[config.mk]
export PLATFORM = sky130hd
export DESIGN_NAME = icache_boot_ctrl
export DESIGN_NICKNAME = d
export VERILOG_FILES = /design/src/rtl/icache_boot_pkg.sv /design/src/rtl/icache_boot_csum.sv /design/src/rtl/icache_boot_ctrl.sv
export SDC_FILE = /design/constraint.sdc
export NUM_CORES = 1
export LEC_CHECK = 0
export ABC_AREA = 1
export BUFFER_PORTS_ARGS = -buffer_cell sky130_fd_sc_hd__buf_2
export CAP_MARGIN = 20
export CORE_MARGIN = 1.5
export CORE_UTILIZATION = 40
export DETAILED_ROUTE_END_ITERATION = 6
export PLACE_DENSITY = 0.76
export SLEW_MARGIN = 20
export SYNTH_ARGS = -nofsm -noshare
export SYNTH_HDL_FRONTEND = slang
export SYNTH_SLANG_ARGS = --single-unit
[constraint.sdc]
create_clock -name clk -period 1.5 [get_ports clk]
set_input_delay 0.15 -clock clk [delete_from_list [all_inputs] [get_ports clk]]
set_output_delay 0.15 -clock clk [all_outputs]
set_load 0.05 [all_outputs]
[src/rtl/icache_boot_pkg.sv]
// Shared types and sizes for the Icache boot loader.
// Holds the sequencer state encoding and the Icache geometry.
package icache_boot_pkg;

   localparam int ICACHE_ADDR_WIDTH = 8;
   localparam int ICACHE_DEPTH      = 256;

   typedef enum logic [1:0] {
      IDLE  = 2'd0,
      LOAD  = 2'd1,
      DRAIN = 2'd2,
      RUN   = 2'd3
   } boot_state_e;

endpackage

[src/rtl/icache_boot_csum.sv]
// Running 32-bit wrap-around sum of the boot words.
// Ports: clk, rst, clear (zero the sum), add_en, data -> sum.
module icache_boot_csum (
   input  logic        clk,
   input  logic        rst,
   input  logic        clear,
   input  logic        add_en,
   input  logic [31:0] data,
   output logic [31:0] sum
);

   always_ff @(posedge clk) begin
      if (rst) begin
         sum <= '0;
      end else if (clear) begin
         sum <= '0;
      end else if (add_en) begin
         sum <= sum + data;
      end
   end

endmodule

[src/rtl/icache_boot_ctrl.sv]
// Boot sequencer: streams words into Icache addr 0..N-1, then hands
// the address mux to the PC (pc_running). Ports: clk, rst, start,
// boot_len, in_valid/in_data/in_ready, reload, exp_csum, ic_wen,
// ic_boot_addr, ic_wdata, pc_running, busy, done, csum_err.
// Optional checksum check: define ICACHE_BOOT_CSUM_EN.
module icache_boot_ctrl
   import icache_boot_pkg::*;
#(
   parameter int ADDR_WIDTH = ICACHE_ADDR_WIDTH,
   parameter int ADDR_NUM   = ICACHE_DEPTH
) (
   input  logic                  clk,
   input  logic                  rst,
   input  logic                  start,
   input  logic [ADDR_WIDTH:0]   boot_len,
   input  logic                  in_valid,
   input  logic [31:0]           in_data,
   output logic                  in_ready,
   input  logic                  reload,
   input  logic [31:0]           exp_csum,
   output logic                  ic_wen,
   output logic [ADDR_WIDTH-1:0] ic_boot_addr,
   output logic [31:0]           ic_wdata,
   output logic                  pc_running,
   output logic                  busy,
   output logic                  done,
   output logic                  csum_err
);

   localparam int CW = ADDR_WIDTH + 1;
   localparam logic [CW-1:0] LEN_MAX = CW'(ADDR_NUM);
   localparam logic [CW-1:0] ONE     = CW'(1);

   boot_state_e state, state_n;

   logic [CW-1:0]         cnt;
   logic [CW-1:0]         len_q;
   logic [CW-1:0]         len_c;
   logic                  accept;
   logic                  last;
   logic                  go;
   logic                  wen_q;
   logic [ADDR_WIDTH-1:0] addr_q;
   logic [31:0]           wdata_q;
   logic                  run_q;
   logic                  done_q;

   assign len_c  = (boot_len > LEN_MAX) ? LEN_MAX : boot_len;
   assign accept = in_valid & in_ready;
   assign last   = accept & (cnt == len_q - ONE);
   assign go     = (state == IDLE) & start;

   always_ff @(posedge clk) begin
      if (rst) begin
         state <= IDLE;
      end else begin
         state <= state_n;
      end
   end

   always_comb begin
      state_n  = state;
      in_ready = 1'b0;
      busy     = 1'b0;
      unique case (state)
         IDLE: begin
            if (start) begin
               state_n = (len_c == '0) ? RUN : LOAD;
            end
         end
         LOAD: begin
            in_ready = 1'b1;
            busy     = 1'b1;
            if (last) begin
               state_n = DRAIN;
            end
         end
         // One cycle so the final write lands before the PC owns the mux.
         DRAIN: begin
            busy    = 1'b1;
            state_n = RUN;
         end
         RUN: begin
            if (reload) begin
               state_n = IDLE;
            end
         end
         default: state_n = IDLE;
      endcase
   end

   always_ff @(posedge clk) begin
      if (rst) begin
         cnt     <= '0;
         len_q   <= '0;
         wen_q   <= 1'b0;
         addr_q  <= '0;
         wdata_q <= '0;
         run_q   <= 1'b0;
         done_q  <= 1'b0;
      end else begin
         wen_q  <= accept;
         run_q  <= (state_n == RUN);
         done_q <= (state_n == RUN) && (state != RUN);
         if (go) begin
            cnt   <= '0;
            len_q <= len_c;
         end else if (accept) begin
            cnt <= cnt + ONE;
         end
         if (accept) begin
            addr_q  <= cnt[ADDR_WIDTH-1:0];
            wdata_q <= in_data;
         end
      end
   end

   assign ic_wen       = wen_q;
   assign ic_boot_addr = addr_q;
   assign ic_wdata     = wdata_q;
   assign pc_running   = run_q;
   assign done         = done_q;

`ifdef ICACHE_BOOT_CSUM_EN
   logic [31:0] sum;
   logic [31:0] exp_q;
   logic        err_q;

   icache_boot_csum u_csum (
      .clk    (clk),
      .rst    (rst),
      .clear  (go),
      .add_en (accept),
      .data   (in_data),
      .sum    (sum)
   );

   // A zero-length load enters RUN on the start edge with an empty sum.
   always_ff @(posedge clk) begin
      if (rst) begin
         exp_q <= '0;
         err_q <= 1'b0;
      end else if (go) begin
         exp_q <= exp_csum;
         err_q <= (len_c == '0) ? (exp_csum != '0) : 1'b0;
      end else if (state == DRAIN) begin
         err_q <= (sum != exp_q);
      end
   end

   assign csum_err = err_q;
`else
   logic csum_unused;
   assign csum_unused = ^exp_csum;
   assign csum_err    = 1'b0;
`endif

endmodule

[After elaboration in Yosys (flattened, before gate mapping)]
Index checks and enable logic that the tools add are counted.
Cells by class
  $lt $le $gt $ge: 1
  multiplexer cells: 8
  bitwise operators: 3
  add/sub/neg operators: 2
  reductions and logical operators: 5
  equal/unequal tests: 6
  div/mod/pow operators: 0
  shifts and indexed selects: 0
  multiply operators: 0
Operators with widths (count)
  $add A9 B1 Y9 const B: 1
  $eq A9 B9 Y1: 1
  $gt A9 B9 Y1 const B: 1
  $logic_not A9 Y1: 1
  $mux W9: 1
  $sub A9 B1 Y9 const B: 1
  $mux W2: 4
  $pmux W2 S4: 1
  $eq A2 B2 Y1 const B: 3
  $reduce_or A2 Y1: 2
  $and A1 B1 Y1: 3
  $eq A2 B1 Y1 const B: 1
  $logic_not A2 Y1: 1
  $mux W1: 2
  $ne A2 B2 Y1 const B: 1
  $logic_and A1 B1 Y1: 1
Storage, ports and cells
  memory bits (writable): 0
  flip-flop bits (word level): 63
  bits in read-only memories: 0
  word-level logic and storage cells: 33
  bits in latches: 0
  input bits: 78
  memories: 0
  output and inout port bits: 46

[Longest topological paths before layout]
Gate-level depths: netlist (run 1).
  word-level depth: 8
  depth in mapped cells: 17
  depth with buffers taken out: 17

[Worst setup path after synthesis (run 1)]
OpenSTA, ideal clock, no wires.
  kind: register -> register
  start: register state[1]
  end: register done_q (netlist: done)
  library setup time: 62 ps
  path slack: -597 ps
  buffers on the path: 0
  cell stages (with the launch flop): 17
  period minus slack after synthesis: 2097 ps
  arrival: 2036 ps
  data required time: 1438 ps
  cells stage by stage: dfxtp_1 -> inv_1 -> ha_1 -> nand2_1 -> inv_2 -> nand3_1 -> nor2_1 -> nand3_1 -> nor2_2 -> nand3_2 -> nand2_1 -> nand2_1 -> nand2_1 -> nand2_2 -> nand2_2 -> nand2_2 -> nor2_2
On the way
  word-level cells in the longest chain between the ends: 8
  elaborated cells on any way between the ends: 14
  those cells by class: 5 x eq/ne; 5 x mux; 2 x bitwise; 2 x reduce/logical
RTL lines
  start: declaration: line icache_boot_ctrl.sv:34  | boot_state_e state, state_n;
  start signal: assignment: line icache_boot_ctrl.sv:57  | state <= state_n;
  $eq A2 B1 Y1: line icache_boot_ctrl.sv:65  | unique case (state)
  $mux W1: line icache_boot_ctrl.sv:65
  named net in_ready: line icache_boot_ctrl.sv:18  | output logic in_ready,
  $and A1 B1 Y1: line icache_boot_ctrl.sv:49  | assign accept = in_valid & in_ready;
  $and A1 B1 Y1: line icache_boot_ctrl.sv:50  | assign last = accept & (cnt == len_q - ONE);
  $mux W2: line icache_boot_ctrl.sv:74  | if (last) begin
  $pmux W2 S4: line icache_boot_ctrl.sv:65
  $eq A2 B2 Y1: line icache_boot_ctrl.sv:104  | done_q <= (state_n == RUN) && (state != RUN);
  $logic_and A1 B1 Y1: line icache_boot_ctrl.sv:104
  end signal: assignment: line icache_boot_ctrl.sv:104
  end: declaration: line icache_boot_ctrl.sv:46  | logic done_q;
The timed path passes the listed nets, and every way through them passes these cells.
A chain may end at the register's enable or synchronous reset.

[Worst setup path in the final report (run 1)]
  start: register len_q[1]
  end: register run_q (netlist: pc_running)
On the way
  word-level cells in the longest chain between the ends: 6
RTL lines
  start: declaration: line icache_boot_ctrl.sv:37  | logic [CW-1:0] len_q;
  start signal: assignment: line icache_boot_ctrl.sv:107  | len_q <= len_c;
  $sub A9 B1 Y9: line icache_boot_ctrl.sv:50
  $eq A9 B9 Y1: line icache_boot_ctrl.sv:50
  $and A1 B1 Y1: line icache_boot_ctrl.sv:50
  $mux W2: line icache_boot_ctrl.sv:74
  $pmux W2 S4: line icache_boot_ctrl.sv:65
  $eq A2 B2 Y1: line icache_boot_ctrl.sv:103  | run_q <= (state_n == RUN);
  end signal: assignment: line icache_boot_ctrl.sv:103
  end: declaration: line icache_boot_ctrl.sv:45  | logic run_q;
No other way between the ends.

==> metrics.txt, run 1 <==
# TYPE chip_impl_metric gauge
chip_impl_info{name="outcome",value="finished, violations left"} 1
chip_impl_info{name="failed_checks",value="DRC, setup timing"} 1
chip_impl_info{name="cts_tree",value="done"} 1
chip_impl_metric{name="clock-sinks",unit=""} 63
chip_impl_info{name="hold_path_class",value="in2reg"} 1
chip_impl_metric{name="synth-seq-cells",unit=""} 63
chip_impl_metric{name="fmaxAchievable",unit="MHz"} 630
chip_impl_metric{name="synthesis.instances",unit=""} 378
chip_impl_metric{name="crit_arrival",unit="ns"} 1.82
chip_impl_metric{name="design.portCount",unit=""} 124
chip_impl_metric{name="async_reset_ff_frac",unit=""} 0
chip_impl_info{name="critical_path_class",value="reg2reg"} 1
chip_impl_metric{name="finalWorstSetupSlack",unit="ns"} -0.0884
chip_impl_info{name="crit_path_top_delay_cell",value="dfxtp_2"} 1
chip_impl_metric{name="clkTransAtPathRegs",unit="ns"} 0.08
chip_impl_metric{name="htreeDepth",unit=""} 3
chip_impl_metric{name="timing.hold.worst_path_depth",unit=""} 3
chip_impl_metric{name="grt_start_max_net_pins",unit=""} 49
chip_impl_metric{name="synth_cell_types",unit=""} 33
chip_impl_info{name="root_buffer",value="clkbuf_8"} 1
chip_impl_metric{name="first_iter_violations",unit=""} 105
chip_impl_info{name="synthDominantAreaCellType",value="dfxtp_1"} 1
chip_impl_metric{name="die_height",unit="um"} 85.6
chip_impl_metric{name="worst-r2r-cell-count",unit=""} 13
chip_impl_metric{name="dpl.hpwl",unit="mm"} 4.90
chip_impl_metric{name="peakVddDrop",unit="V"} 0.000813
chip_impl_metric{name="max-cap-violations",unit=""} 0
chip_impl_metric{name="final_max_slew_violation_count",unit=""} 0
chip_impl_metric{name="report.final.hold_viol_count",unit=""} 0
chip_impl_metric{name="p_leak",unit="nW"} 1.88
chip_impl_info{name="timing.hold.worst_endpoint",value="ic_wdata[12]"} 1
chip_impl_metric{name="design.final.nets",unit=""} 578
chip_impl_metric{name="cts.path.max_buffers",unit=""} 2
chip_impl_metric{name="comb_power_share",unit=""} 0.275
chip_impl_metric{name="floorplan.initialDensity",unit=""} 0.423
chip_impl_metric{name="pwr-share-clk",unit=""} 0.356
chip_impl_info{name="synthFlopType",value="dfxtp_1"} 1
chip_impl_metric{name="stdcell_area",unit="um^2"} 3910
chip_impl_metric{name="die_width",unit="um"} 85.6
chip_impl_metric{name="routed_wl_per_cell",unit="um"} 12.1
chip_impl_metric{name="finalWeightedCongestion",unit=""} 0.930
chip_impl_info{name="critPathCaptureType",value="register"} 1
chip_impl_metric{name="switching_fraction_of_total_power",unit=""} 0.334
chip_impl_metric{name="dp_slack",unit="ns"} -0.228
chip_impl_metric{name="delay_of_the_slowest_critical_path_stage",unit="ns"} 0.35
chip_impl_metric{name="detail-route-antenna-nets",unit=""} 0
chip_impl_info{name="netlist_top_cells_area",value="dfxtp_1 (46%), nor2_1 (12%), nand2_1 (8.3%), o21ai_0 (7.9%), inv_1 (4.5%)"} 1
chip_impl_metric{name="p_seq_frac",unit=""} 0.369
chip_impl_info{name="worstReg2RegEnd",value="pc_running"} 1
chip_impl_metric{name="postRouteWirelength",unit="mm"} 6.95
chip_impl_metric{name="grt_remaining_overflow",unit=""} 0
chip_impl_metric{name="post-synth-top-area-fraction",unit=""} 0.462
chip_impl_metric{name="power.density",unit="nW/um^2"} 1320
chip_impl_info{name="worst_hold_startpoint",value="in_data[12]"} 1
chip_impl_metric{name="syn_area_per_cell",unit="um^2"} 7.22
chip_impl_metric{name="crit_buf_inv",unit=""} 2
chip_impl_metric{name="insertion_delay_of_the_later_clocked_pin_in_the_worst_skew_pair",unit="ns"} 0.34
chip_impl_metric{name="flow.area_growth_from_synthesis",unit="%"} 43.2
chip_impl_metric{name="critPathMaxFanout",unit=""} 2
chip_impl_metric{name="crit_required",unit="ns"} 1.73
chip_impl_info{name="most-common-layout-cells",value="buf_2 (89), nor2_1 (78), dfxtp_1 (57), nand2_1 (54), o21ai_0 (42)"} 1
chip_impl_metric{name="cts_inserted_buffers",unit=""} 9
chip_impl_metric{name="timing.final.crit_share",unit=""} 1.06
chip_impl_metric{name="dr.pass1.iters",unit=""} 6
chip_impl_metric{name="detailroute.via_count",unit=""} 2754
chip_impl_metric{name="p_sw",unit="mW"} 1.72
chip_impl_info{name="r2r_start",value="len_q[1]"} 1
chip_impl_metric{name="worst_clock_skew",unit="ns"} 0.0127
chip_impl_metric{name="hold_ws",unit="ns"} 0.0569
chip_impl_info{name="crit_path_frequent_cell",value="nand2_1"} 1
chip_impl_metric{name="globalRouteTotalUtil",unit=""} 0.196
chip_impl_metric{name="setup_tns",unit="ns"} -0.379
chip_impl_metric{name="antennaDiodeCount",unit=""} 0
chip_impl_info{name="critPathLaunchType",value="register"} 1
chip_impl_metric{name="via_per_inst",unit=""} 4.79
chip_impl_metric{name="synth-edff-count",unit=""} 0
chip_impl_info{name="critical_path.cell_chain",value="inv_4 -> ha_4 -> xnor2_1 -> nor2_2 -> nand3_2 -> nor2_2 -> nand3_2 -> nand2_1 -> nand2_1 -> nand2_1 -> a21oi_2 -> nand2_2 -> inv_1"} 1
chip_impl_metric{name="cell_internal_pwr",unit="mW"} 3.43
chip_impl_metric{name="floorplan.core_area",unit="um^2"} 6460
chip_impl_metric{name="port-buffer-count",unit=""} 90
chip_impl_metric{name="synth_seq_area_share",unit=""} 0.462
chip_impl_metric{name="drive_gt1_frac",unit=""} 0.371
chip_impl_metric{name="timing.final.setup_violations",unit=""} 7
chip_impl_metric{name="min_period",unit="ns"} 1.59
chip_impl_metric{name="yosys_warnings",unit=""} 0
chip_impl_metric{name="cts_hold_repair.buffers",unit=""} 0
chip_impl_metric{name="synth_fp_nets",unit=""} 463
chip_impl_metric{name="rows",unit=""} 29
chip_impl_metric{name="syn-cell-area",unit="um^2"} 2730
chip_impl_info{name="final_common_cell",value="buf_2"} 1
chip_impl_metric{name="reg2reg_setup_slack",unit="ns"} -0.09
chip_impl_metric{name="number_of_antenna_violations_at_the_first_check_in_global_routing",unit=""} 0
chip_impl_metric{name="route.detailed.drc",unit=""} 2
chip_impl_metric{name="number_of_global_route_vias_before_repair",unit=""} 2548
chip_impl_metric{name="global_route_wire_length_before_repair",unit="mm"} 11.3
chip_impl_info{name="rsz0062_at_grt",value="yes"} 1
chip_impl_info{name="critical_path.top_delay_family",value="simple AND/OR/NAND/NOR gates"} 1
chip_impl_metric{name="dpl_cell_area",unit="um^2"} 3450
chip_impl_metric{name="die-area",unit="um^2"} 7330
## layer usage
metal	part of all wire	wire length (um)	GRT usage
met3	0.075	524	0.0847
met5	0	0	0
met4	0.012	82	0.0587
met1	0.42	2930	0.220
met2	0.49	3420	0.336
## power groups by stage
| stage | Combinational (mW) | Sequential (mW) | Clock [mW] |
|---|---|---|---|
| global route | 1.54 | 1.92 | 1.97 |
| CTS | 1.35 | 1.90 | 1.88 |
| global placement | 1.28 | 1.92 | 0 |
| floorplan | 0.535 | 2.34 | 0 |
| finish | 1.42 | 1.90 | 1.83 |
| detailed placement | 1.30 | 1.93 | 0 |
## what timing repair did
action / in CTS / in global routing
pin swaps: 4 / 17
buffers inserted: 0 / 5
hold endpoints to repair: 0 / 0
gates cloned: 0 / 1
endpoints found under the setup margin: 8 / 25
gates resized for setup: 23 / 24
## cell type report
cell class	count	area [um^2]
Fill cell	605	2550
Multi-Input combinational cell	264	1440
Sequential cell	63	1270
Timing Repair Buffer	119	706
Inverter	36	145
Clock buffer	10	138
Clock inverter	6	115
Tap cell	77	96.3
## cell families after synthesis
kind of cell,share of synthesized area
AO/OA/AOI/OAI,0.149
XOR/XNOR,0.0225
adder cells (fa/ha/maj),0.0321
buffers and inverters,0.0720
flip-flops,0.462
other,0.00137
AND/OR/NAND/NOR,0.261
## Yosys cell counts (2+ instances only)
cell      number
nor2_2         3
nand3_2        2
o21ai_0       43
o22ai_1        6
o31ai_1        2
a21oi_1       15
nand2_2        3
inv_2          2
nor2_1        87
xor2_1         2
clkbuf_1      13
nand2_1       60
nor3_1         3
dfxtp_1       63
o21ai_1        3
xnor2_1        5
inv_1         33
ha_1           7
nand3_1       12
## per-stage QoR
step	cells	power (mW)	utilization
2_1_floorplan	378	2.87	-
3_3_place_gp	554	3.21	0.535
3_5_place_dp	554	3.23	0.535
4_1_cts	570	5.12	0.586
5_1_grt	575	5.43	0.605
6_report	575	5.15	0.605
## registers in the layout (all words and copies together) (netlist names)
register,count
cnt,9
ic_wen,1
done,1
ic_wdata,32
pc_running,1
len_q,9
ic_boot_addr,8
state,2
## worst reg2reg max path, delay by kind of cell (launching register included)
| family | cells | cell delay, ns |
|---|---|---|
| AO/OA/AOI/OAI | 1 | 0.06 |
| AND/OR/NAND/NOR | 8 | 0.62 |
| adder cells (fa/ha/maj) | 1 | 0.23 |
| XOR/XNOR | 1 | 0.12 |
| buffers and inverters | 2 | 0.09 |
| flip-flops | 1 | 0.35 |
## worst max-delay path by stage
| stage | from | to | slack, ns | cells past startpoint |
|---|---|---|---|---|
| after floorplan | state[1] | cnt[8] | -0.1 | 10 |
| after global placement | len_q[1] | pc_running | -0.16 | 12 |
| after detailed placement | len_q[1] | done | -0.23 | 13 |
| after CTS | len_q[0] | done | -0.08 | 14 |
| after global routing | len_q[1] | pc_running | -0.26 | 16 |
| final | len_q[1] | pc_running | -0.09 | 13 |
(Power assumes the default switching activity.)
==> run 2: changes to the inputs <==
Settings changed: PLACE_DENSITY 0.76 to 0.73.
Clock period 1.5 ns to 1.7 ns, I/O delays scaled along.
==> run 2 against run 1 <==
- the run ends with DRC left
- critical path depth is 1 higher
- sequential power decreased by 12%
- wire length is 6.2% lower
- total power is 23% lower
- register-to-register slack improved by 0.10 ns
- utilization is 4.4 points lower
- count of clock-buffer cells in the layout down 1
- global-route usage down 0.93 points
- via count is 2.0% lower
- worst setup slack improved by 0.10 ns
- maximum frequency decreased by 5.7%
- critical path type unchanged
- largest cell class unchanged
- highest routed layer unchanged
==> metrics.txt, run 2 (same netlist as run 1, synthesis figures left out) <==
# TYPE chip_impl_metric gauge
chip_impl_info{name="outcome",value="finished, violations left"} 1
chip_impl_info{name="failed_checks",value="DRC"} 1
chip_impl_info{name="crit_path_top_delay_cell",value="dfxtp_2"} 1
chip_impl_metric{name="comb_power_share",unit=""} 0.289
chip_impl_info{name="critical_path.cell_chain",value="inv_2 -> ha_4 -> xnor2_2 -> nor2_2 -> nand3_2 -> nor2_2 -> nand3_2 -> nand2_1 -> nand2_1 -> nand2_2 -> nand2_2 -> nand2_2 -> nand2_2 -> nor2_2"} 1
chip_impl_metric{name="globalRouteTotalUtil",unit=""} 0.186
chip_impl_metric{name="design.portCount",unit=""} 124
chip_impl_metric{name="slew-limit-headroom",unit=""} 0.545
chip_impl_metric{name="dp_slack",unit="ns"} -0.0679
chip_impl_info{name="critical_path_class",value="reg2reg"} 1
chip_impl_metric{name="detailroute.via_count",unit=""} 2700
chip_impl_metric{name="timing.final.crit_share",unit=""} 0.991
chip_impl_metric{name="port-buffer-count",unit=""} 90
chip_impl_metric{name="global_route_wire_length_before_repair",unit="mm"} 10.9
chip_impl_metric{name="peakVddDrop",unit="V"} 0.000652
chip_impl_metric{name="dr.pass1.iters",unit=""} 6
chip_impl_metric{name="die-area",unit="um^2"} 7330
chip_impl_info{name="critPathLaunchType",value="register"} 1
chip_impl_metric{name="totalPowerFinal",unit="mW"} 3.94
chip_impl_metric{name="design.final.nets",unit=""} 569
chip_impl_metric{name="flow.area_growth_from_synthesis",unit="%"} 32.7
chip_impl_metric{name="insertion_delay_of_the_later_clocked_pin_in_the_worst_skew_pair",unit="ns"} 0.34
chip_impl_metric{name="finalWorstSetupSlack",unit="ns"} 0.0157
chip_impl_metric{name="delay_of_the_slowest_critical_path_stage",unit="ns"} 0.34
chip_impl_metric{name="die_width",unit="um"} 85.6
chip_impl_metric{name="rows",unit=""} 29
chip_impl_metric{name="worst-r2r-cell-count",unit=""} 14
chip_impl_metric{name="detail-route-antenna-nets",unit=""} 0
chip_impl_metric{name="finalWeightedCongestion",unit=""} 0.833
chip_impl_metric{name="pwr-share-clk",unit=""} 0.288
chip_impl_metric{name="cp.depth",unit=""} 14
chip_impl_metric{name="floorplan.core_area",unit="um^2"} 6460
chip_impl_metric{name="route.detailed.drc",unit=""} 3
chip_impl_info{name="worstSetupStartpoint",value="len_q[1]"} 1
chip_impl_metric{name="largest_register_ffs",unit=""} 32
chip_impl_metric{name="power.density",unit="nW/um^2"} 1090
chip_impl_metric{name="final_core_util",unit=""} 0.561
chip_impl_metric{name="fmaxAchievable",unit="MHz"} 594
chip_impl_metric{name="antennaDiodeCount",unit=""} 0
chip_impl_metric{name="timing.final.setup_violations",unit=""} 0
chip_impl_metric{name="grt_remaining_overflow",unit=""} 0
chip_impl_metric{name="hold_ws",unit="ns"} 0.0734
chip_impl_info{name="worstReg2RegEnd",value="done"} 1
chip_impl_metric{name="worst_clock_skew",unit="ns"} 0.00727
chip_impl_metric{name="p_seq_frac",unit=""} 0.423
chip_impl_metric{name="htreeDepth",unit=""} 3
chip_impl_metric{name="floorplan.initialDensity",unit=""} 0.423
chip_impl_metric{name="clkTransAtPathRegs",unit="ns"} 0.08
chip_impl_metric{name="switching_fraction_of_total_power",unit=""} 0.374
chip_impl_metric{name="crit_required",unit="ns"} 1.98
chip_impl_metric{name="max-cap-violations",unit=""} 0
chip_impl_info{name="cts_tree",value="done"} 1
chip_impl_info{name="r2r_start",value="len_q[1]"} 1
chip_impl_metric{name="critPathMaxFanout",unit=""} 2
chip_impl_metric{name="reg2reg_setup_slack",unit="ns"} 0.02
chip_impl_metric{name="via_per_inst",unit=""} 4.77
chip_impl_metric{name="p_leak",unit="nW"} 1.75
chip_impl_metric{name="stdcell_area",unit="um^2"} 3620
chip_impl_metric{name="cts_inserted_buffers",unit=""} 9
chip_impl_metric{name="setup_tns",unit="ns"} 0
chip_impl_metric{name="crit_arrival",unit="ns"} 1.97
chip_impl_metric{name="final_max_slew_violation_count",unit=""} 0
chip_impl_info{name="root_buffer",value="clkbuf_8"} 1
chip_impl_metric{name="number_of_antenna_violations_at_the_first_check_in_global_routing",unit=""} 0
chip_impl_info{name="critical_path.top_delay_family",value="simple AND/OR/NAND/NOR gates"} 1
chip_impl_metric{name="first_iter_violations",unit=""} 171
chip_impl_metric{name="min_period",unit="ns"} 1.68
chip_impl_info{name="critPathCaptureType",value="register"} 1
chip_impl_info{name="most-common-layout-cells",value="buf_2 (89), nor2_1 (83), dfxtp_1 (59), nand2_1 (57), o21ai_0 (43)"} 1
chip_impl_metric{name="number_of_global_route_vias_before_repair",unit=""} 2630
chip_impl_metric{name="cell_internal_pwr",unit="mW"} 2.47
chip_impl_metric{name="cts.path.max_buffers",unit=""} 2
chip_impl_info{name="crit_end",value="done"} 1
chip_impl_metric{name="n_fill_cell",unit=""} 626
chip_impl_info{name="crit_path_frequent_cell",value="nand2_2"} 1
chip_impl_info{name="hold_path_class",value="in2reg"} 1
chip_impl_metric{name="timing_worst_slew_pin_value",unit="ns"} 0.679
chip_impl_metric{name="cts_hold_repair.buffers",unit=""} 0
chip_impl_metric{name="crit_buf_inv",unit=""} 1
chip_impl_metric{name="drive_gt1_frac",unit=""} 0.323
chip_impl_info{name="rsz0062_at_grt",value="yes"} 1
chip_impl_metric{name="report.final.hold_viol_count",unit=""} 0
chip_impl_metric{name="timing.hold.worst_path_depth",unit=""} 3
chip_impl_info{name="final_common_cell",value="buf_2"} 1
chip_impl_metric{name="layoutNonFillerInstCount",unit=""} 566
chip_impl_metric{name="dpl_cell_area",unit="um^2"} 3330
chip_impl_metric{name="postRouteWirelength",unit="mm"} 6.52
chip_impl_metric{name="p_sw",unit="mW"} 1.47
chip_impl_metric{name="grt_start_max_net_pins",unit=""} 39
chip_impl_metric{name="routed_wl_per_cell",unit="um"} 11.5
chip_impl_metric{name="die_height",unit="um"} 85.6
chip_impl_metric{name="clock-sinks",unit=""} 63
chip_impl_metric{name="dpl.hpwl",unit="mm"} 4.67
chip_impl_metric{name="placed_cells",unit=""} 543
-- run 2: cell types whose count changed in the layout (fill, tap and decap cells not counted), sizes merged --
cell,change
buf,-10
bufinv,-3
clkinv,+4
-- run 2: routing by layer --
layer | track usage | vias to the layer above | share of wire
met5 | 0 | - | 0
met1 | 0.215 | 1187 | 0.45
met4 | 0.0836 | 0 | 0.0084
li1 | - | 1423 | -
met2 | 0.319 | 84 | 0.47
met3 | 0.0549 | 6 | 0.072
-- run 2: worst min-delay path by stage --
stage | start | end | slack, ns
global placement | in_data[25] | ic_wdata[25] | 0.42
floorplan | rst | ic_boot_addr[0] | 0.24
finish | in_data[18] | ic_wdata[18] | 0.07
detailed placement | in_data[21] | ic_wdata[21] | 0.43
CTS | in_data[18] | ic_wdata[18] | 0.06
global route | in_data[21] | ic_wdata[21] | 0.08
-- run 2: power groups by stage --
| stage | Clock (mW) | Combinational [mW] | Sequential (mW) |
|---|---|---|---|
| 2_1_floorplan | 0 | 0.463 | 2.06 |
| 3_3_place_gp | 0 | 1.08 | 1.70 |
| 3_5_place_dp | 0 | 1.10 | 1.70 |
| 4_1_cts | 1.17 | 1.11 | 1.67 |
| 5_1_grt | 1.23 | 1.25 | 1.69 |
| 6_report | 1.13 | 1.14 | 1.67 |
-- run 2: layout make-up --
class | count | area (um^2) | area share
clock inverter | 7 | 48.8 | 0.0135
multi-input combinational | 264 | 1340 | 0.371
tap | 77 | 96.3 | 0.0266
sequential | 63 | 1270 | 0.350
inverter | 36 | 138 | 0.0380
clock buffer | 9 | 124 | 0.0342
timing repair buffer | 110 | 607 | 0.168
-- run 2: worst min-delay path, cell delays in order --
cell,delay (ns)
buf_2,0.07
o21ai_0,0.07
nor2_1,0.07
-- run 2: timing repair --
action / CTS / global route
endpoints found under the setup margin: 5 / 18
gates resized for setup: 4 / 18
buffers inserted: 2 / 5
pin swaps: 2 / 9
endpoints found under the hold margin: 0 / 0
